### config.mk
export PLATFORM = sky130hd
export DESIGN_NAME = ifu_flat
export DESIGN_NICKNAME = d
export VERILOG_FILES = /design/src/rtl/ifu_if.sv /design/src/rtl/ifu.sv /design/src/flat_wrapper.sv
export SDC_FILE = /design/constraint.sdc
export NUM_CORES = 1
export LEC_CHECK = 0
export ABC_CLOCK_PERIOD_IN_PS = 3300
export BUFFER_PORTS_ARGS = -buffer_cell sky130_fd_sc_hd__buf_4
export CAP_MARGIN = 20
export CORE_ASPECT_RATIO = 1.5
export CORE_MARGIN = 5
export CORE_UTILIZATION = 30
export DETAILED_ROUTE_END_ITERATION = 10
export PLACE_DENSITY = 0.56
export SYNTH_ARGS = -nofsm -noshare
export SYNTH_HDL_FRONTEND = slang
export SYNTH_SLANG_ARGS = --single-unit
### constraint.sdc
create_clock -name clk -period 3.3 [get_ports clk]
set_input_delay 0.495 -clock clk [delete_from_list [all_inputs] [get_ports clk]]
set_output_delay 0.495 -clock clk [all_outputs]
set_load 0.05 [all_outputs]
### src/rtl/ifu_if.sv
// Fetch-unit handshake bundle: instruction-memory request/response,
// decoder hand-off, and execute next-PC feedback.
interface ifu_if;
   logic        imem_req_valid;
   logic        imem_req_ready;
   logic [31:0] imem_req_addr;
   logic        imem_resp_valid;
   logic        imem_resp_ready;
   logic [31:0] imem_resp_data;
   logic        inst_valid;
   logic        inst_ready;
   logic [31:0] inst;
   logic [31:0] pc;
   logic        halt;
   logic        npc_valid;
   logic [31:0] npc;
   logic        halted;
   logic [31:0] fetch_count;

   modport master (
      output imem_req_valid, imem_req_addr, imem_resp_ready,
             inst_valid, inst, pc, halted, fetch_count,
      input  imem_req_ready, imem_resp_valid, imem_resp_data,
             inst_ready, halt, npc_valid, npc
   );

   modport slave (
      input  imem_req_valid, imem_req_addr, imem_resp_ready,
             inst_valid, inst, pc, halted, fetch_count,
      output imem_req_ready, imem_resp_valid, imem_resp_data,
             inst_ready, halt, npc_valid, npc
   );
endinterface

### src/rtl/ifu.sv
// Non-pipelined instruction fetch unit: one instruction in flight, next PC
// supplied by execute, stops permanently on a halting instruction until reset.
module ifu #(
   parameter logic [31:0] RESET_PC = 32'h8000_0000
) (
   input  logic  clk,
   input  logic  rst,
   ifu_if.master bus
);

   typedef enum logic [2:0] {
      S_REQ,
      S_WAIT_RESP,
      S_HOLD,
      S_WAIT_NPC,
      S_HALTED
   } state_t;

   localparam logic [31:0] NOP = 32'h0000_0013;

   state_t      state_q, state_d;
   logic [31:0] pc_q;
   logic [31:0] inst_q;
   logic [31:0] cnt_q;

   logic req_fire, resp_fire, inst_fire, npc_fire;

   // Every handshake is qualified by the current state so that strobes
   // arriving in the wrong phase are ignored.
   assign req_fire  = (state_q == S_REQ)       && bus.imem_req_ready;
   assign resp_fire = (state_q == S_WAIT_RESP) && bus.imem_resp_valid;
   assign inst_fire = (state_q == S_HOLD)      && bus.inst_ready;
   assign npc_fire  = (state_q == S_WAIT_NPC)  && bus.npc_valid;

   always_comb begin
      state_d = state_q;
      case (state_q)
         S_REQ:       if (req_fire)  state_d = S_WAIT_RESP;
         S_WAIT_RESP: if (resp_fire) state_d = S_HOLD;
         S_HOLD:      if (inst_fire) state_d = bus.halt ? S_HALTED : S_WAIT_NPC;
         S_WAIT_NPC:  if (npc_fire)  state_d = S_REQ;
         S_HALTED:    state_d = S_HALTED;
         default:     state_d = S_REQ;
      endcase
   end

   always_ff @(posedge clk) begin
      if (rst) begin
         state_q <= S_REQ;
         pc_q    <= RESET_PC;
         inst_q  <= NOP;
         cnt_q   <= '0;
      end else begin
         state_q <= state_d;
         if (resp_fire) inst_q <= bus.imem_resp_data;
         if (npc_fire)  pc_q   <= {bus.npc[31:2], 2'b00};
         if (inst_fire) cnt_q  <= cnt_q + 32'd1;
      end
   end

   // Outputs come only from state and registers; no input reaches an output.
   assign bus.imem_req_valid  = (state_q == S_REQ);
   assign bus.imem_req_addr   = pc_q;
   assign bus.imem_resp_ready = (state_q == S_WAIT_RESP);
   assign bus.inst_valid      = (state_q == S_HOLD);
   assign bus.inst            = inst_q;
   assign bus.pc              = pc_q;
   assign bus.halted          = (state_q == S_HALTED);
   assign bus.fetch_count     = cnt_q;

   // PC is forced word aligned, so the low npc bits carry no information.
   logic unused_npc_lsb;
   assign unused_npc_lsb = ^bus.npc[1:0];

endmodule

### src/flat_wrapper.sv
// flat-port wrapper written by rule: the top's interface ports become plain ports
module ifu_flat 
#(
   parameter logic [31:0] RESET_PC = 32'h8000_0000
)
  (clk, rst, bus_imem_req_valid, bus_imem_req_addr, bus_imem_resp_ready, bus_inst_valid, bus_inst, bus_pc, bus_halted, bus_fetch_count, bus_imem_req_ready, bus_imem_resp_valid, bus_imem_resp_data, bus_inst_ready, bus_halt, bus_npc_valid, bus_npc);
  ifu_if bus_i ();
  input  logic clk;
  input  logic rst;
  output wire logic [$bits(bus_i.imem_req_valid)-1:0] bus_imem_req_valid;
  output wire logic [$bits(bus_i.imem_req_addr)-1:0] bus_imem_req_addr;
  output wire logic [$bits(bus_i.imem_resp_ready)-1:0] bus_imem_resp_ready;
  output wire logic [$bits(bus_i.inst_valid)-1:0] bus_inst_valid;
  output wire logic [$bits(bus_i.inst)-1:0] bus_inst;
  output wire logic [$bits(bus_i.pc)-1:0] bus_pc;
  output wire logic [$bits(bus_i.halted)-1:0] bus_halted;
  output wire logic [$bits(bus_i.fetch_count)-1:0] bus_fetch_count;
  input wire logic [$bits(bus_i.imem_req_ready)-1:0] bus_imem_req_ready;
  input wire logic [$bits(bus_i.imem_resp_valid)-1:0] bus_imem_resp_valid;
  input wire logic [$bits(bus_i.imem_resp_data)-1:0] bus_imem_resp_data;
  input wire logic [$bits(bus_i.inst_ready)-1:0] bus_inst_ready;
  input wire logic [$bits(bus_i.halt)-1:0] bus_halt;
  input wire logic [$bits(bus_i.npc_valid)-1:0] bus_npc_valid;
  input wire logic [$bits(bus_i.npc)-1:0] bus_npc;
  assign bus_imem_req_valid = bus_i.imem_req_valid;
  assign bus_imem_req_addr = bus_i.imem_req_addr;
  assign bus_imem_resp_ready = bus_i.imem_resp_ready;
  assign bus_inst_valid = bus_i.inst_valid;
  assign bus_inst = bus_i.inst;
  assign bus_pc = bus_i.pc;
  assign bus_halted = bus_i.halted;
  assign bus_fetch_count = bus_i.fetch_count;
  assign bus_i.imem_req_ready = bus_imem_req_ready;
  assign bus_i.imem_resp_valid = bus_imem_resp_valid;
  assign bus_i.imem_resp_data = bus_imem_resp_data;
  assign bus_i.inst_ready = bus_inst_ready;
  assign bus_i.halt = bus_halt;
  assign bus_i.npc_valid = bus_npc_valid;
  assign bus_i.npc = bus_npc;
  ifu #(.RESET_PC(RESET_PC)) u_core (.clk(clk), .rst(rst), .bus(bus_i));
endmodule
==> results.ini, run 1 <==
[setup_path]
r2r-end = u_core.bus.fetch_count[22]
depth_of_the_most_critical_reg_to_reg_path = 4
worstPathMaxFanout = 14
worst_r2r_startpoint = u_core.state_q[1]
ff2ff_setup_slack_ns = 0.96
class_of_the_most_critical_setup_path = reg -> reg
crit_path_end_kind = register
timing.critical_path.arrival_ns = 2.57
start_kind = register
cp_data_required_time_ns = 3.53

[global_routing]
global_route.overflow_total = 0
via_count_of_the_first_global_routing_pass = 3795
grt.met3_usage_pct = 5.41
grt_use_total_pct = 13.9
grt-busiest-layer = met2
number_of_antenna_violations_at_the_first_check_in_global_routing = 0
largest_net_degree_at_the_start_of_global_routing = 71
routing_usage_on_met2_pct = 24.0
grt_pass1_wl_um = 18700
met1_usage_pct = 15.4

[timing]
hold_viol_final = 0
timing.final.setup_violations = 0
final_min_period_over_clock_period_pct = 71.0
peak_clock_frequency_supported_by_timing_ghz = 0.427
period_minus_slack_ns = 2.34
clock_skew_ns = 0.00532
fin_worst_hold_slack_ns = 0.371
relative_slew_slack_pct = 52.0
setup_tns_ns = 0
max_slew.worst_pin.slew_ns = 0.720
setup_repair_after_global_routing_missed_its_margin = no
maxSlewViolCount = 0

[pwr]
vdd_ir_drop_max_uv = 318
power.share.sequential_pct = 39.1
power_frac_comb_pct = 27.8
power_frac_clock_pct = 33.2
cellPowerDensity_nw_per_um2 = 591
internal_power_uw = 2260
leakage_uw = 0.00235
sw_power_uw = 1160
proportion_of_total_power_due_to_net_switching_pct = 34.0

[clocking]
tritoncts.num_buffers = 9
tritoncts = done
post-cts-setup-buffer-count = 0
clock_tree.buffer_depth = 2
cts_root_buf = sky130_fd_sc_hd__clkbuf_16
cts.sink_count = 97
post_cts_hold_buffer_count = 0
post_cts_resize_count = 0
clk_transition_reported_paths_ns = 0.07
clk-insertion-delay-late_ns = 0.33
cts-htree-levels = 3

[floorplanning]
die-area_um2 = 16300
floorplan.initialDensity_pct = 30.5
boundaryPins = 203
core_um2 = 13500
dieWidth_um = 106
dieHeight_um = 154
fp-row-count = 52

[cells_and_area]
final-seq-area_um2 = 1940
design.final.nets = 736
post_route_cells_drive_above_1_share_pct = 33.2
finalNonFillerCells = 831
diodes = 0
area_occupied_by_multi_input_gates_um2 = 1780
n_fill_cell = 1382
stdcell_area_um2 = 5780
most-common-layout-cells = 200 x sky130_fd_sc_hd__buf_4, 139 x sky130_fd_sc_hd__nand2_1, 97 x sky130_fd_sc_hd__dfxtp_1, 81 x sky130_fd_sc_hd__a21oi_1, 14 x sky130_fd_sc_hd__nor2_1
area_growth_syn_to_layout_pct = 39.9
mostFrequentLayoutCell = sky130_fd_sc_hd__buf_4

[synthesis]
postSynthCellCount = 519
synth_cell_types = 36
sequential_cell_area_fraction_in_the_yosys_report_pct = 47.0
ys_warn_count = 0
synthesis.area_um2 = 4130
synth-seq-cells = 97
avgSynthCellArea_um2 = 7.96

[drt]
viasPerCell = 4.74
post_drt_wl_per_cell_um = 14.0
detail_route.wirelength_um = 11700
detailroute.via_count = 3935
initial_detailed_routing_violation_count = 104
drt_pass1_iterations = 4
detail_route.drc_violations = 0
ant_nets = 0

[placement]
detailed_place_hpwl_um = 8740
gp_congestion = 0.736
post_dp_cell_area_um2 = 5450
numPortBuffers = 196
placedCellCount = 815

[min_path]
hold_wc_path_type = in -> reg
worstHoldPathCells = 3
worstHoldEndpoint = u_core.bus.inst[0]
hold_path_startpoint = bus_imem_resp_data[0]

[flow_run]
timing.max_cap.violations = 0

[status]
status = complete, no violations

==> power by group through the flow <==
stage	logic, µW	clock network (µW)	registers [µW]
6_report	948	1130	1330
3_5_place_dp	960	0	1360
4_1_cts	961	1180	1340
3_3_place_gp	950	0	1360
2_1_floorplan	432	0	1600
5_1_grt	1010	1230	1350
==> kinds of logic (layout without fill, tap and decap cells) <==
family / Yosys count / in the layout / share of synthesized area [%]
other: 1 / 4 / 0.0907
and+or+nand+nor: 227 / 227 / 25.9
xor gates and xnor gates: 11 / 11 / 2.33
DFF: 97 / 97 / 47.0
adders and majority gates: 1 / 1 / 0.303
muxes: 3 / 3 / 0.787
buffers and inverters: 76 / 223 / 10.3
AOI/OAI and AO/OA: 103 / 103 / 13.3
==> flip-flops by register name, summed over array words and instances (netlist names) <==
register and cells:
u_core.bus.fetch_count 32, u_core.bus.inst 32, u_core.state_q 3, u_core.bus.imem_req_addr 30
==> routing by layer <==
metal	vias up	wire length [µm]
met1	1779	4540
met4	0	212
met5	-	0
met2	134	5770
met3	14	1130
li1	2008	-
==> worst max-delay path, stage by stage (launching register included) <==
cell and delay [ns]:
sky130_fd_sc_hd__dfxtp_1 0.53, sky130_fd_sc_hd__nand4bb_4 0.25, sky130_fd_sc_hd__or4_1 0.74, sky130_fd_sc_hd__nor4_1 0.35, sky130_fd_sc_hd__mux2_2 0.37
==> how the worst max path moves through the flow <==
stage | to | start | slack, ns
floorplan | u_core.bus.inst[2] | u_core.state_q[1] | 0.62
global placement | u_core.bus.fetch_count[22] | u_core.state_q[1] | 1.00
detailed placement | u_core.bus.fetch_count[22] | u_core.state_q[1] | 0.96
CTS | u_core.bus.fetch_count[22] | u_core.state_q[1] | 0.95
global route | bus_inst_valid | u_core.state_q[1] | 0.81
finish | u_core.bus.fetch_count[22] | u_core.state_q[1] | 0.96
==> stage by stage <==
stage,power [µW],worst slack [ns],util [%]
floorplan,2040,0.618,-
global placement,2310,1.00,40.3
detailed placement,2320,0.956,40.3
CTS,3480,0.949,42.7
global route,3600,0.807,42.7
finish,3410,0.956,42.7
==> area by class of cell <==
class,instances,share of cell area (%)
Clock inverter,5,1.34
Tap cell,162,3.51
Sequential cell,97,33.6
Multi-Input combinational cell,349,30.8
Clock buffer,11,4.37
Inverter,7,0.454
Timing Repair Buffer,200,26.0
==> Yosys cell counts <==
master	instances	share of area [%]
sky130_fd_sc_hd__nand2_1	139	13
sky130_fd_sc_hd__dfxtp_1	97	47
sky130_fd_sc_hd__a21oi_1	81	9.8
sky130_fd_sc_hd__buf_4	34	6.2
sky130_fd_sc_hd__clkbuf_1	29	2.6
sky130_fd_sc_hd__nor2_1	15	1.4
sky130_fd_sc_hd__or4_1	13	2.4
sky130_fd_sc_hd__nand3_1	12	1.5
sky130_fd_sc_hd__o31ai_1	11	2.0
sky130_fd_sc_hd__or3_1	10	1.5
sky130_fd_sc_hd__o21ai_0	9	1.1
sky130_fd_sc_hd__xnor2_1	9	1.9
sky130_fd_sc_hd__inv_1	7	0.64
sky130_fd_sc_hd__nor3_1	7	0.85
sky130_fd_sc_hd__nand4_1	6	0.91
sky130_fd_sc_hd__nand3b_1	5	0.91
sky130_fd_sc_hd__nor4_1	5	0.76
sky130_fd_sc_hd__buf_2	4	0.48
sky130_fd_sc_hd__nor3b_1	4	0.73
sky130_fd_sc_hd__and4_1	2	0.42
sky130_fd_sc_hd__mux2_2	2	0.54
sky130_fd_sc_hd__nand2b_1	2	0.30
sky130_fd_sc_hd__nor2b_1	2	0.30
sky130_fd_sc_hd__xor2_1	2	0.42
sky130_fd_sc_hd__a211oi_1	1	0.18
sky130_fd_sc_hd__a2bb2oi_1	1	0.21
sky130_fd_sc_hd__and2_1	1	0.15
sky130_fd_sc_hd__and3_1	1	0.15
sky130_fd_sc_hd__buf_1	1	0.091
sky130_fd_sc_hd__buf_6	1	0.27
sky130_fd_sc_hd__conb_1	1	0.091
sky130_fd_sc_hd__ha_1	1	0.30
sky130_fd_sc_hd__mux2i_1	1	0.24
sky130_fd_sc_hd__nand4_2	1	0.30
sky130_fd_sc_hd__nand4bb_4	1	0.67
sky130_fd_sc_hd__or2_2	1	0.15
(Power assumes the default switching activity.)
==> run 2, diff against run 1 <==
ABC_CLOCK_PERIOD_IN_PS = 2300   (was 3300)
clock period = 2.3 ns   (was 3.3 ns; I/O delays follow)
==> run 2 against run 1 <==
Die area is the same. Sequential power up 42%. Combinational power up 51%. Critical path type unchanged. Global-route usage rose by 0.25 points. Total power rose by 41%.
==> results.ini, run 2 (same netlist as run 1, synthesis figures left out) <==
[global_routing]
number_of_antenna_violations_at_the_first_check_in_global_routing = 0
grt_use_total_pct = 14.2
grt_pass1_wl_um = 18900
global_route.overflow_total = 0
via_count_of_the_first_global_routing_pass = 3756
largest_net_degree_at_the_start_of_global_routing = 53

[min_path]
hold_wc_path_type = in -> reg
hold_path_startpoint = bus_imem_resp_data[4]

[clocking]
cts.sink_count = 97
tritoncts.num_buffers = 9
tritoncts = done
clk-insertion-delay-late_ns = 0.33
cts_root_buf = sky130_fd_sc_hd__clkbuf_16
clk_transition_reported_paths_ns = 0.07
post_cts_hold_buffer_count = 0
post-cts-setup-buffer-count = 0
post_cts_resize_count = 0
clock_tree.buffer_depth = 2
cts-htree-levels = 3

[floorplanning]
die-area_um2 = 16300
core_um2 = 13500
dieHeight_um = 154
boundaryPins = 203
fp-row-count = 52
dieWidth_um = 106
floorplan.initialDensity_pct = 30.5

[placement]
detailed_place_hpwl_um = 8820
placedCellCount = 824
gp_congestion = 0.797
numPortBuffers = 196

[cells_and_area]
post_route_cells_drive_above_1_share_pct = 34.8
design.final.nets = 745
area_growth_syn_to_layout_pct = 41.5
n_fill_cell = 1369
finalNonFillerCells = 840
area_occupied_by_multi_input_gates_um2 = 1790
mostFrequentLayoutCell = sky130_fd_sc_hd__buf_4
most-common-layout-cells = 208 x sky130_fd_sc_hd__buf_4, 139 x sky130_fd_sc_hd__nand2_1, 92 x sky130_fd_sc_hd__dfxtp_1, 81 x sky130_fd_sc_hd__a21oi_1, 14 x sky130_fd_sc_hd__nor2_1
final-seq-area_um2 = 1950
final_core_utilization_pct = 43.2
diodes = 0

[timing]
peak_clock_frequency_supported_by_timing_ghz = 0.481
setup_tns_ns = 0
setup_repair_after_global_routing_missed_its_margin = no
max_slew.worst_pin.slew_ns = 0.560
final_min_period_over_clock_period_pct = 90.3
maxSlewViolCount = 0
relative_slew_slack_pct = 62.7
period_minus_slack_ns = 2.08
hold_viol_final = 0
timing.final.setup_violations = 0
clock_skew_ns = 0.00963
fin_worst_hold_slack_ns = 0.221

[pwr]
total_power_uw = 4820
leakage_uw = 0.00238
cellPowerDensity_nw_per_um2 = 825
vdd_ir_drop_max_uv = 442

[drt]
ant_nets = 0
detail_route.drc_violations = 0
viasPerCell = 4.69
detail_route.wirelength_um = 11800
detailroute.via_count = 3937
post_drt_wl_per_cell_um = 14.1
initial_detailed_routing_violation_count = 110
drt_pass1_iterations = 4

[setup_path]
timing.critical_path.arrival_ns = 2.35
critPathCapture = u_core.bus.fetch_count[31]
depth_of_the_most_critical_reg_to_reg_path = 5
ff2ff_setup_slack_ns = 0.22
r2r-end = u_core.bus.fetch_count[31]
worst_r2r_startpoint = u_core.bus.fetch_count[13]
class_of_the_most_critical_setup_path = reg -> reg
cp_data_required_time_ns = 2.57
worstPathMaxFanout = 18
crit_path_end_kind = register
timing.critical_path.from = u_core.bus.fetch_count[13]
start_kind = register

[status]
status = complete, no violations

[flow_run]
timing.max_cap.violations = 0

## run 2: cell count changes in the layout (fill, tap and decap cells not counted), moves of 2 or more
cell                         previous run  this run
sky130_fd_sc_hd__clkbuf_1               0         2
sky130_fd_sc_hd__dfxtp_1               97        92
sky130_fd_sc_hd__buf_4                200       208
sky130_fd_sc_hd__clkinv_2               2         0
sky130_fd_sc_hd__nor3b_2                0         2
sky130_fd_sc_hd__dfxtp_2                0         5
sky130_fd_sc_hd__clkinvlp_4             1         3
sky130_fd_sc_hd__nor3b_1                4         2
## run 2: worst min path at each step
stage	end	slack, ns	cells past startpoint
floorplan	u_core.bus.imem_req_addr[31]	0.47	2
global placement	u_core.bus.inst[7]	0.44	2
detailed placement	u_core.bus.inst[2]	0.45	2
CTS	u_core.bus.inst[0]	0.20	3
global route	u_core.bus.inst[1]	0.21	3
finish	u_core.bus.inst[4]	0.22	3
## run 2: area by class of cell
class	instances	share of cell area, %
Sequential cell	97	33.3
Multi-Input combinational cell	349	30.6
Timing Repair Buffer	209	27.0
Clock buffer	12	4.22
Tap cell	162	3.47
Clock inverter	4	0.899
Inverter	7	0.449
## run 2: metal layers
layer  global-route usage, %  up-vias  wire length, µm
met5                       0        -                0
met3                    4.82        8              961
met1                    16.0     1786             4680
met2                    24.6      127             6010
met4                    5.19        0              154
li1                        -     2016                -
## run 2: per-stage QoR
stage / setup WS, ns / instance area [µm²]
2_1_floorplan: 0.000460 / 4160
3_3_place_gp: 0.269 / 5550
3_5_place_dp: 0.251 / 5550
4_1_cts: 0.235 / 5850
5_1_grt: 0.0935 / 5850
6_report: 0.223 / 5850
## run 2: report_power, final
part,internal [µW],total (µW),switching [µW],leakage [µW]
Combinational,444,1430,985,0.00146
Sequential,1810,1890,76.9,0.000787
Clock,874,1510,632,0.000135
Total,3130,4820,1690,0.00238
## run 2: worst max-delay path, stage by stage (launching register included)
cell,delay [ns]
sky130_fd_sc_hd__dfxtp_1,0.43
sky130_fd_sc_hd__nand4_1,0.17
sky130_fd_sc_hd__or4_1,0.56
sky130_fd_sc_hd__buf_4,0.20
sky130_fd_sc_hd__or4_1,0.51
sky130_fd_sc_hd__a21oi_1,0.15
